===== src/rtl/mode_encoder.sv =====
// Mode encoder: synchronizes and debounces five raw operator buttons and turns
// their press events into a one-hot mode code plus a one-cycle change pulse.
module mode_encoder #(
    parameter int DEBOUNCE_N = 4,
    parameter int CNT_W      = 8
) (
    input  logic clock,
    input  logic reset,
    input  logic btn_emg,
    input  logic btn_ngt,
    input  logic btn_mnt,
    input  logic btn_ped,
    input  logic btn_clr,
    output logic P3,
    output logic P2,
    output logic P1,
    output logic P0,
    output logic mode_chg
);

    localparam int NB    = 5;
    localparam int B_CLR = 0;
    localparam int B_EMG = 1;
    localparam int B_NGT = 2;
    localparam int B_MNT = 3;
    localparam int B_PED = 4;

    localparam logic [CNT_W-1:0] CNT_LAST = CNT_W'(DEBOUNCE_N - 1);
    localparam logic [3:0]       HOLD_LAST = 4'd15;

    typedef enum logic [3:0] {
        MODE_AUTO = 4'b0000,
        MODE_EMG  = 4'b1000,
        MODE_NGT  = 4'b0100,
        MODE_MNT  = 4'b0010,
        MODE_PED  = 4'b0001
    } mode_t;

    logic [NB-1:0]    btn_raw_s;
    logic [NB-1:0]    sync1_q, sync1_d;
    logic [NB-1:0]    sync2_q, sync2_d;
    logic [NB-1:0]    level_q, level_d;
    logic [NB-1:0]    level_dly_q, level_dly_d;
    logic [NB-1:0]    press_s;
    logic [CNT_W-1:0] cnt_q [NB];
    logic [CNT_W-1:0] cnt_d [NB];
    mode_t            mode_q, mode_d;
    mode_t            mode_prev_q, mode_prev_d;
    logic [3:0]       hold_q, hold_d;
    logic             mode_chg_q, mode_chg_d;

    assign btn_raw_s = {btn_ped, btn_mnt, btn_ngt, btn_emg, btn_clr};

    // Two-flop synchronizer chain for every raw button.
    always_comb begin
        sync1_d = btn_raw_s;
        sync2_d = sync1_q;
    end

    // Per-button debounce: the level flips only after DEBOUNCE_N consecutive
    // disagreeing samples; any agreeing sample restarts the count.
    always_comb begin
        level_d = level_q;
        for (int i = 0; i < NB; i++) begin
            cnt_d[i] = '0;
            if (sync2_q[i] != level_q[i]) begin
                if (cnt_q[i] == CNT_LAST) begin
                    level_d[i] = ~level_q[i];
                    cnt_d[i]   = '0;
                end else begin
                    cnt_d[i] = cnt_q[i] + {{(CNT_W-1){1'b0}}, 1'b1};
                end
            end else begin
                cnt_d[i] = '0;
            end
        end
    end

    // Press events are rising edges of the registered debounced level.
    always_comb begin
        level_dly_d = level_q;
        press_s     = level_q & ~level_dly_q;
    end

    // Mode selection: one event per cycle by priority; EMG is only left via clr.
    always_comb begin
        mode_d = mode_q;
        if (press_s[B_CLR]) begin
            mode_d = MODE_AUTO;
        end else if (press_s[B_EMG]) begin
            mode_d = MODE_EMG;
        end else if (mode_q == MODE_EMG) begin
            mode_d = MODE_EMG;
        end else if (press_s[B_NGT]) begin
            mode_d = (mode_q == MODE_NGT) ? MODE_AUTO : MODE_NGT;
        end else if (press_s[B_MNT]) begin
            mode_d = (mode_q == MODE_MNT) ? MODE_AUTO : MODE_MNT;
        end else if (press_s[B_PED]) begin
            mode_d = (mode_q == MODE_PED) ? MODE_AUTO : MODE_PED;
        end else if (mode_q == MODE_PED) begin
            mode_d = (hold_q == HOLD_LAST) ? MODE_AUTO : MODE_PED;
        end else begin
            mode_d = mode_q;
        end
    end

    // PED hold timer: starts at zero on entry, advances only while PED persists.
    always_comb begin
        hold_d = 4'd0;
        if ((mode_q == MODE_PED) && (mode_d == MODE_PED)) begin
            hold_d = hold_q + 4'd1;
        end else begin
            hold_d = 4'd0;
        end
    end

    // Change pulse compares the code against its one-cycle-old copy, so it
    // lands in the cycle after the code moved and never fires on a reload.
    always_comb begin
        mode_prev_d = mode_q;
        mode_chg_d  = (mode_q != mode_prev_q);
    end

    // State registers.
    always_ff @(posedge clock or negedge reset) begin
        if (!reset) begin
            sync1_q     <= '0;
            sync2_q     <= '0;
            level_q     <= '0;
            level_dly_q <= '0;
            for (int i = 0; i < NB; i++) begin
                cnt_q[i] <= '0;
            end
            mode_q      <= MODE_AUTO;
            mode_prev_q <= MODE_AUTO;
            hold_q      <= 4'd0;
            mode_chg_q  <= 1'b0;
        end else begin
            sync1_q     <= sync1_d;
            sync2_q     <= sync2_d;
            level_q     <= level_d;
            level_dly_q <= level_dly_d;
            for (int i = 0; i < NB; i++) begin
                cnt_q[i] <= cnt_d[i];
            end
            mode_q      <= mode_d;
            mode_prev_q <= mode_prev_d;
            hold_q      <= hold_d;
            mode_chg_q  <= mode_chg_d;
        end
    end

    assign {P3, P2, P1, P0} = mode_q;
    assign mode_chg         = mode_chg_q;

endmodule

===== config.mk =====
export PLATFORM = sky130hd
export DESIGN_NAME = mode_encoder
export DESIGN_NICKNAME = d
export VERILOG_FILES = /design/src/rtl/mode_encoder.sv
export SDC_FILE = /design/constraint.sdc
export NUM_CORES = 1
export LEC_CHECK = 0
export CAP_MARGIN = 40
export CORE_MARGIN = 2
export CORE_UTILIZATION = 40
export DETAILED_ROUTE_END_ITERATION = 10
export GPL_ROUTABILITY_DRIVEN = 1
export SETUP_SLACK_MARGIN = 0.05
export SLEW_MARGIN = 40
export SYNTH_ARGS = -nofsm -noshare
export SYNTH_HDL_FRONTEND = slang
export SYNTH_SLANG_ARGS = --single-unit

===== constraint.sdc =====
create_clock -name clock -period 1.9 [get_ports clock]
set_clock_uncertainty 0.2 [all_clocks]
set_input_delay 0.38 -clock clock [delete_from_list [all_inputs] [get_ports clock]]
set_output_delay 0.38 -clock clock [all_outputs]
set_load 0.02 [all_outputs]

### After elaboration in Yosys (flattened, before gate mapping)

Index checks and enable logic that the tools add are counted.

| storage, ports and cells | value |
|---|---|
| word-level logic and storage cells | 75 |
| output and inout port bits | 5 |
| input bits | 7 |
| flip-flop bits (word level) | 73 |

| cells by class | value |
|---|---|
| equality and inequality tests | 17 |
| reduce and logical (&&, ||, !) cells | 6 |
| bitwise operators | 7 |
| add/subtract/negate cells | 6 |
| mux-type cells | 22 |

Operator list:

| operator | number |
|---|---|
| $mux W8 | 10 |
| $add A8 B1 Y8 const B | 5 |
| $eq A8 B2 Y1 const B | 5 |
| $mux W4 | 8 |
| $reduce_and A2 Y1 | 5 |
| $eq A4 B1 Y1 const B | 2 |
| $eq A4 B4 Y1 const B | 2 |
| $and A5 B5 Y5 | 1 |
| $ne A1 B1 Y1 | 5 |
| $not A1 Y1 | 5 |
| $not A5 Y5 | 1 |
| $add A4 B1 Y4 const B | 1 |
| $eq A4 B2 Y1 const B | 1 |
| $eq A4 B3 Y1 const B | 1 |
| $ne A4 B4 Y1 | 1 |
| $mux W3 | 1 |
| $mux W1 | 2 |
| $mux W2 | 1 |
| $logic_and A1 B1 Y1 | 1 |

### Longest topological paths before layout

Gate-level depths: netlist of run 1.

| logic depth | value |
|---|---|
| word-level depth | 12 |
| depth in mapped cells | 4 |
| depth with buffers taken out | 4 |

### Worst setup path before layout of run 1

OpenSTA, ideal clock, no wires.

| path | value |
|---|---|
| kind | flip-flop to flip-flop |
| from | reg cnt_q[16] (netlist name) |
| to | reg level_q[2] (netlist: level_dly_d[2]) |
| clock period less this slack | 1.893 ns |
| library setup time | 0.128 ns |
| required time | 1.572 ns |
| stages on the path, launching flop included | 5 |
| path slack | 0.007 ns |
| path buffers | 0 |
| arrival time | 1.565 ns |
| path through | dfrtp_1 -> ha_1 -> or4b_4 -> nor4_2 -> mux2_1 |

| on the way | value |
|---|---|
| cells in the longest elaborated chain, start to end | 2 |

Ends and longest elaborated chain:

| element | RTL line | source |
|---|---|---|
| start: declaration | 45 | `logic [CNT_W-1:0] cnt_q [NB];` |
| start signal: indexed assignment | 144 | `cnt_q[i] <= cnt_d[i];` |
| $eq A8 B2 Y1 | 67 | `if (cnt_q[i] == CNT_LAST) begin` |
| $reduce_and A2 Y1 (no source line) | - |  |
| end signal: assignment | 141 | `level_q <= level_d;` |
| end: declaration | 42 | `logic [NB-1:0] level_q, level_d;` |

No other way between the ends.
A chain may end at the register's enable or synchronous reset.

### Worst setup path after layout of run 1

| path | value |
|---|---|
| from | reg cnt_q[1] (netlist name) |
| to | reg level_q[4] (netlist: level_dly_d[4]) |

Same word-level chain as after synthesis.

==> results of run 1 <==
synth_stat cells:
cell	n	share of area
nand3b_4	1	0.0063
o31ai_1	1	0.0024
nand2_1	9	0.011
nand3_1	20	0.032
a21oi_1	17	0.027
and2_1	2	0.0040
xnor2_1	12	0.033
a32o_1	1	0.0032
or2_2	1	0.0020
ha_1	6	0.024
nand4_1	5	0.0099
nor3_2	1	0.0032
o21a_1	1	0.0024
o31ai_2	1	0.0040
inv_1	9	0.011
xor2_1	16	0.044
o21bai_1	1	0.0024
nor4_2	2	0.0079
nor2_1	24	0.029
mux2_1	5	0.018
dfrtp_1	73	0.58
nor4b_1	1	0.0028
or4b_1	2	0.0063
buf_6	1	0.0036
nor2b_1	2	0.0040
or3_1	15	0.030
or4b_4	2	0.0087
nand2b_1	6	0.012
a31oi_1	1	0.0020
or4_4	2	0.0071
nor4_1	7	0.014
or4_1	1	0.0024
o41ai_2	1	0.0051
o21ai_1	1	0.0016
a2111oi_0	2	0.0055
o21ai_0	14	0.022
o41ai_4	2	0.017
and4_1	1	0.0028
cell type report:
class / instances / area share
Clock buffer: 10 / 0.0358
Clock inverter: 4 / 0.0117
Inverter: 9 / 0.00879
Multi-Input combinational cell: 186 / 0.355
Sequential cell: 73 / 0.476
Tap cell: 102 / 0.0332
Timing Repair Buffer: 35 / 0.0792
registers in the layout, summed over array words and instances, names as in the netlist:
signal,cells
cnt_q,40
level_dly_d,5
level_dly_q,5
sync1_q,5
sync2_q,5
hold_q,4
mode_prev_d,4
mode_prev_q,4
mode_chg,1
through the flow:
stage / setup TNS (ns) / instance area (sq um)
floorplan: 0 / 3170
global placement: 0 / 3550
detailed placement: 0 / 3550
CTS: 0 / 3750
global route: -0.0127 / 3840
finish: 0 / 3840
power groups by stage:
stage          sequential [mW]  combinational [mW]  clock, mW
2_1_floorplan             2.21               0.850          0
3_3_place_gp              2.19                1.38          0
4_1_cts                   2.17                1.40       1.19
5_1_grt                   2.23                1.66       1.27
3_5_place_dp              2.19                1.40          0
6_report                  2.18                1.49       1.14
worst max-delay path by stage:
stage,start,endpoint,slack (ns),depth (start not counted)
detailed placement,cnt_q[1],level_dly_d[4],0.03,4
floorplan,cnt_q[16],level_dly_d[2],0.02,4
finish,cnt_q[1],level_dly_d[4],0.04,4
global route,cnt_q[1],level_dly_d[4],-0.01,4
global placement,cnt_q[1],level_dly_d[4],0.1,4
CTS,mode_chg,mode_chg,0.05,1
layout by cell type (no fill, tap or decap), types with 9 or more instances in the layout:
master	n
or3_1	15
inv_1	9
nand2_1	9
o21ai_0	14
nand3_1	20
dfrtp_1	71
xnor2_1	12
a21oi_1	16
clkbuf_8	10
xor2_1	16
buf_4	22
nor2_1	19
routing by layer:
layer / track usage / up-vias / part of all wire
li1: - / 1056 / -
met1: 0.183 / 1046 / 0.49
met2: 0.197 / 19 / 0.46
met3: 0.0439 / 9 / 0.032
met4: 0.0551 / 0 / 0.018
met5: 0 / - / 0
cells by family (layout without fill, tap and decap cells):
group,after synthesis,count (layout),share of synthesized area
compound gates,43,43,0.0950
xor+xnor,28,28,0.0776
fa+ha+maj,6,6,0.0238
buf+inv,10,58,0.0143
flops,73,73,0.578
mux,5,5,0.0178
simple gates,104,104,0.194
worst max-delay path: stages, from the launching register on:
cell and delay [ns]:
dfrtp_1 0.37, ha_2 0.18, or4b_4 0.50, nor4_4 0.18
mux2_4 0.33
timing repair:
action,CTS,global route
buffers inserted,0,3
cloned,0,0
setup endpoints to repair,5,29
gates resized for setup,6,20
hold buffers,1,0
pin swaps,0,4
hold endpoints to repair,52,0
==> summary.md, run 1 <==
| Metric | Value |
|---|---|
| CTS tree | `built` |
| RR Startpoint | `cnt_q[1]` |
| Clock-pin slew on the worst setup and hold paths | `0.07 ns` |
| Cell internal pwr | `3.23 mW` |
| Number of port buffers | `11` |
| R2R Setup Slk | `0.04 ns` |
| Fin cells | `419` |
| Storage element area | `1830 sq um` |
| Total placed cells including tap cells | `401` |
| Final cycle utilization of the critical path | `0.979` |
| Layout cells sized above 1 | `0.211` |
| Max H-tree Level | `3` |
| Die Span Y | `92.9 um` |
| WP data required | `1.92 ns` |
| Pin slew with the least headroom to its limit | `0.367 ns` |
| Gr ovfl total | `0` |
| Worst Hold Class | `flop to flop` |
| Initial antenna violation count | `0` |
| Final WL | `5310 um` |
| # DRC | `0` |
| Global Route Usage Sum | `0.134` |
| Antenna cells | `0` |
| Setup WS pre-CTS | `0.0311 ns` |
| Starting DRT DRC Count | `76` |
| CTS Buf Count | `9` |
| Net Sw Frac | `0.328` |
| Largest net degree at the start of global routing | `42` |
| Status | `complete, no violations` |
| Worst VDD drop | `0.449 mV` |
| WS Path Type | `flop to flop` |
| Startpoint Class | `flop` |
| P_sw | `1.58 mW` |
| Sequential Power Share | `0.453` |
| Final worst setup slack | `0.0400 ns` |
| Post-DR vias/cell | `5.08` |
| Worst hold slack | `0.149 ns` |
| Final ANT Viol Nets | `0` |
| HPWL Detailed | `3560 um` |
| Number of fill cells in the layout | `714` |
| Final GP Congestion | `0.786` |
| Combinational share of power | `0.309` |
| Die footprint | `8630 sq um` |
| Reg2reg path depth | `4` |
| Leak | `1.64 nW` |
| Setup-failing EPs final | `0` |
| Min-Delay Endpoint | `sync2_q[1]` |
| Sequential share of the synthesized area | `0.578` |
| Area growth, synth to finish | `21.5%` |
| Max_slew headroom | `0.754` |
| Pre-antenna DRT Iters | `4` |
| Crit end category | `flop` |
| Row count | `32` |
| Max clock buf depth | `2` |
| Syn Area/Cell | `11.7 sq um` |
| Fmax | `0.538 GHz` |
| Crit-path max FO | `2` |
| Pwr dens | `1250 nW/um^2` |
| Synthesized area | `3160 sq um` |
| Synthesized instance count | `269` |
| Yosys reg bits | `73` |
| Tot Pwr | `4.81 mW` |
| Final slew viol count | `0` |
| RR Endpoint | `level_dly_d[4]` |
| Synth Net Count | `282` |
| Hold Crit Depth | `0` |
| Top Ports | `12` |
| Synth cell types | `38` |
| Starting Density | `0.411` |
| Hold path startpoint | `sync1_q[1]` |
| DR vias | `2130` |
| Avg WL per Cell | `12.7 um` |
| Final hold vios | `0` |
| Nets | `327` |
| Multi-input gate area | `1360 sq um` |
| # clock sinks | `73` |
| First-pass GRT wire length | `9120 um` |
| DIE WIDTH | `92.9 um` |
| Core Region | `7690 sq um` |
| Clock tree root driver cell | `clkbuf_8` |
| Crit path DAT | `1.88 ns` |
| Max-Cap Viols | `0` |
| Synth warnings | `0` |
| Clk pwr share | `0.238` |
| Core Util, Final | `0.500` |
| RSZ-0062 raised after global routing | `true` |
| Worst-skew pair later-pin latency | `0.34 ns` |
| Fin crit period | `1.86 ns` |
| Vias in the first global route | `2009` |
Note: power is estimated with default switching activity, not from simulation.
==> run 2, diff against run 1 <==
--- a/config.mk
+++ b/config.mk
@@ -5,11 +5,12 @@
 export SDC_FILE = /design/constraint.sdc
 export NUM_CORES = 1
 export LEC_CHECK = 0
-export CAP_MARGIN = 40
+export CAP_MARGIN = 30
 export CORE_MARGIN = 2
-export CORE_UTILIZATION = 40
+export CORE_UTILIZATION = 54
 export DETAILED_ROUTE_END_ITERATION = 10
 export GPL_ROUTABILITY_DRIVEN = 1
+export PLACE_DENSITY = 0.75
 export SETUP_SLACK_MARGIN = 0.05
 export SLEW_MARGIN = 40
 export SYNTH_ARGS = -nofsm -noshare
==> run 2 against run 1 <==
Compared with the run above: hold slack gained 0.0025 ns; critical path depth up 1; sequential power hardly changed; clock power increased by 9%; critical path type unchanged; largest cell class unchanged; largest power group unchanged.
==> summary.md, run 2 (same netlist as run 1, synthesis figures left out) <==
| Metric | Value |
|---|---|
| Worst-skew pair later-pin latency | `0.34 ns` |
| R2R Setup Slk | `0.03 ns` |
| RSZ-0062 raised after global routing | `true` |
| Number of port buffers | `11` |
| Starting Density | `0.567` |
| WS Path Type | `flop to flop` |
| Most common cell after layout, fill and taps aside | `dfrtp_1` |
| Nets | `323` |
| Row count | `27` |
| TNS Setup | `0 ns` |
| Worst Hold Class | `flop to flop` |
| Worst VDD drop | `0.660 mV` |
| Vias in the first global route | `2038` |
| Final hold vios | `0` |
| DIE WIDTH | `80.5 um` |
| CTS tree | `built` |
| Pin slew with the least headroom to its limit | `0.425 ns` |
| Max H-tree Level | `3` |
| Final WL | `5320 um` |
| Pwr dens | `1290 nW/um^2` |
| Antenna cells | `0` |
| Top Ports | `12` |
| Clock-pin slew on the worst setup and hold paths | `0.08 ns` |
| Layout cells sized above 1 | `0.229` |
| Leak | `1.63 nW` |
| Global Route Usage Sum | `0.183` |
| Crit-path max FO | `8` |
| WP data required | `1.93 ns` |
| Clock tree root driver cell | `clkbuf_8` |
| # clock sinks | `73` |
| Placed Instance Area | `3490 sq um` |
| Post-DR vias/cell | `5.58` |
| Max clock buf depth | `2` |
| Fin crit period | `1.87 ns` |
| CTS Buf Count | `9` |
| Die footprint | `6480 sq um` |
| Most frequent cells in the layout | `72 x dfrtp_1, 20 x nand3_1, 16 x xor2_1, 16 x buf_4, 15 x or3_1` |
| CP max-delay cell | `or4b_4` |
| Cell area after layout | `3870 sq um` |
| Setup-failing EPs final | `0` |
| Final slew viol count | `0` |
| Pre-antenna DRT Iters | `4` |
| First-pass GRT wire length | `8960 um` |
| Initial antenna violation count | `0` |
| Starting DRT DRC Count | `139` |
| Largest net degree at the start of global routing | `74` |
| Max-Cap Viols | `0` |
| Final ANT Viol Nets | `0` |
| CP bufs+invs | `1` |
| Crit path cell chain | `ha_2, or4b_4, o41ai_4, buf_6, a21oi_2` |
| DR vias | `2159` |
| Top reg by flops | `cnt_q` |
| Top delay family on crit path | `simple AND/OR/NAND/NOR gates` |
| HPWL Detailed | `3440 um` |
| Status | `complete, no violations` |
| CP max stage delay | `0.50 ns` |
| Crit path DAT | `1.90 ns` |
| Die Span Y | `80.5 um` |
| Area growth, synth to finish | `22.4%` |
| Max_slew headroom | `0.709` |
| Fmax | `0.534 GHz` |
| Gr ovfl total | `0` |
| Crit end category | `flop` |
| # DRC | `0` |
| Final GP Congestion | `0.827` |
| Max reg flops | `40` |
| Core Region | `5570 sq um` |
| Startpoint Class | `flop` |
| Final cycle utilization of the critical path | `0.985` |
| Avg WL per Cell | `13.8 um` |
==> run 2: worst paths after layout <==
| check | startpoint | end | cells past startpoint |
|---|---|---|---|
| setup / recovery | cnt_q[1] | cnt_q[7] | 5 |
| hold reg to reg | sync1_q[3] | sync2_q[3] | 0 |
| min in group asynchronous | reset | cnt_q[31] | 3 |
| setup reg to reg | cnt_q[1] | cnt_q[7] | 5 |
| hold / removal | sync1_q[3] | sync2_q[3] | 0 |
| max in group asynchronous | reset | mode_prev_d[1] | 3 |
==> run 2: per-layer routing <==
metal | global-route usage | part of all wire | vias to the layer above | wire (um)
li1 | - | - | 1051 | -
met1 | 0.231 | 0.47 | 1061 | 2510
met2 | 0.283 | 0.47 | 32 | 2500
met3 | 0.0382 | 0.034 | 15 | 181
met4 | 0.120 | 0.024 | 0 | 130
met5 | 0 | 0 | - | 0
==> run 2: report_power, final <==
part / switching, mW / leakage [nW] / internal (mW)
registers: 0.315 / 0.954 / 1.87
logic: 0.817 / 0.567 / 0.724
clock network: 0.531 / 0.107 / 0.714
==> run 2: final cells by class <==
class                           count  area [sq um]
Clock buffer                       14           173
Fill cell                         384          1710
Timing Repair Buffer               31           272
Multi-Input combinational cell    186          1440
Clock inverter                      2          35.0
Tap cell                           72          90.1
Sequential cell                    73          1830
Inverter                            9          33.8
==> run 2: repair_timing <==
item / in CTS / in global routing
endpoints found under the hold margin: 73 / 0
buffers inserted: 0 / 2
hold buffers: 1 / 0
gates resized for setup: 8 / 32
pin swaps: 0 / 6
endpoints found under the setup margin: 7 / 28
==> run 2: through the flow <==
step	hold slack, ns	power, mW	std cells	utilization	setup slack, ns
3_3_place_gp	0.134	3.52	368	0.626	0.0903
4_1_cts	0.151	4.81	385	0.668	0.0358
5_1_grt	0.161	5.27	387	0.694	-0.0378
3_5_place_dp	0.136	3.57	368	0.626	0.0217
6_report	0.152	4.98	387	0.694	0.0283
2_1_floorplan	-0.116	3.06	269	-	0.0187
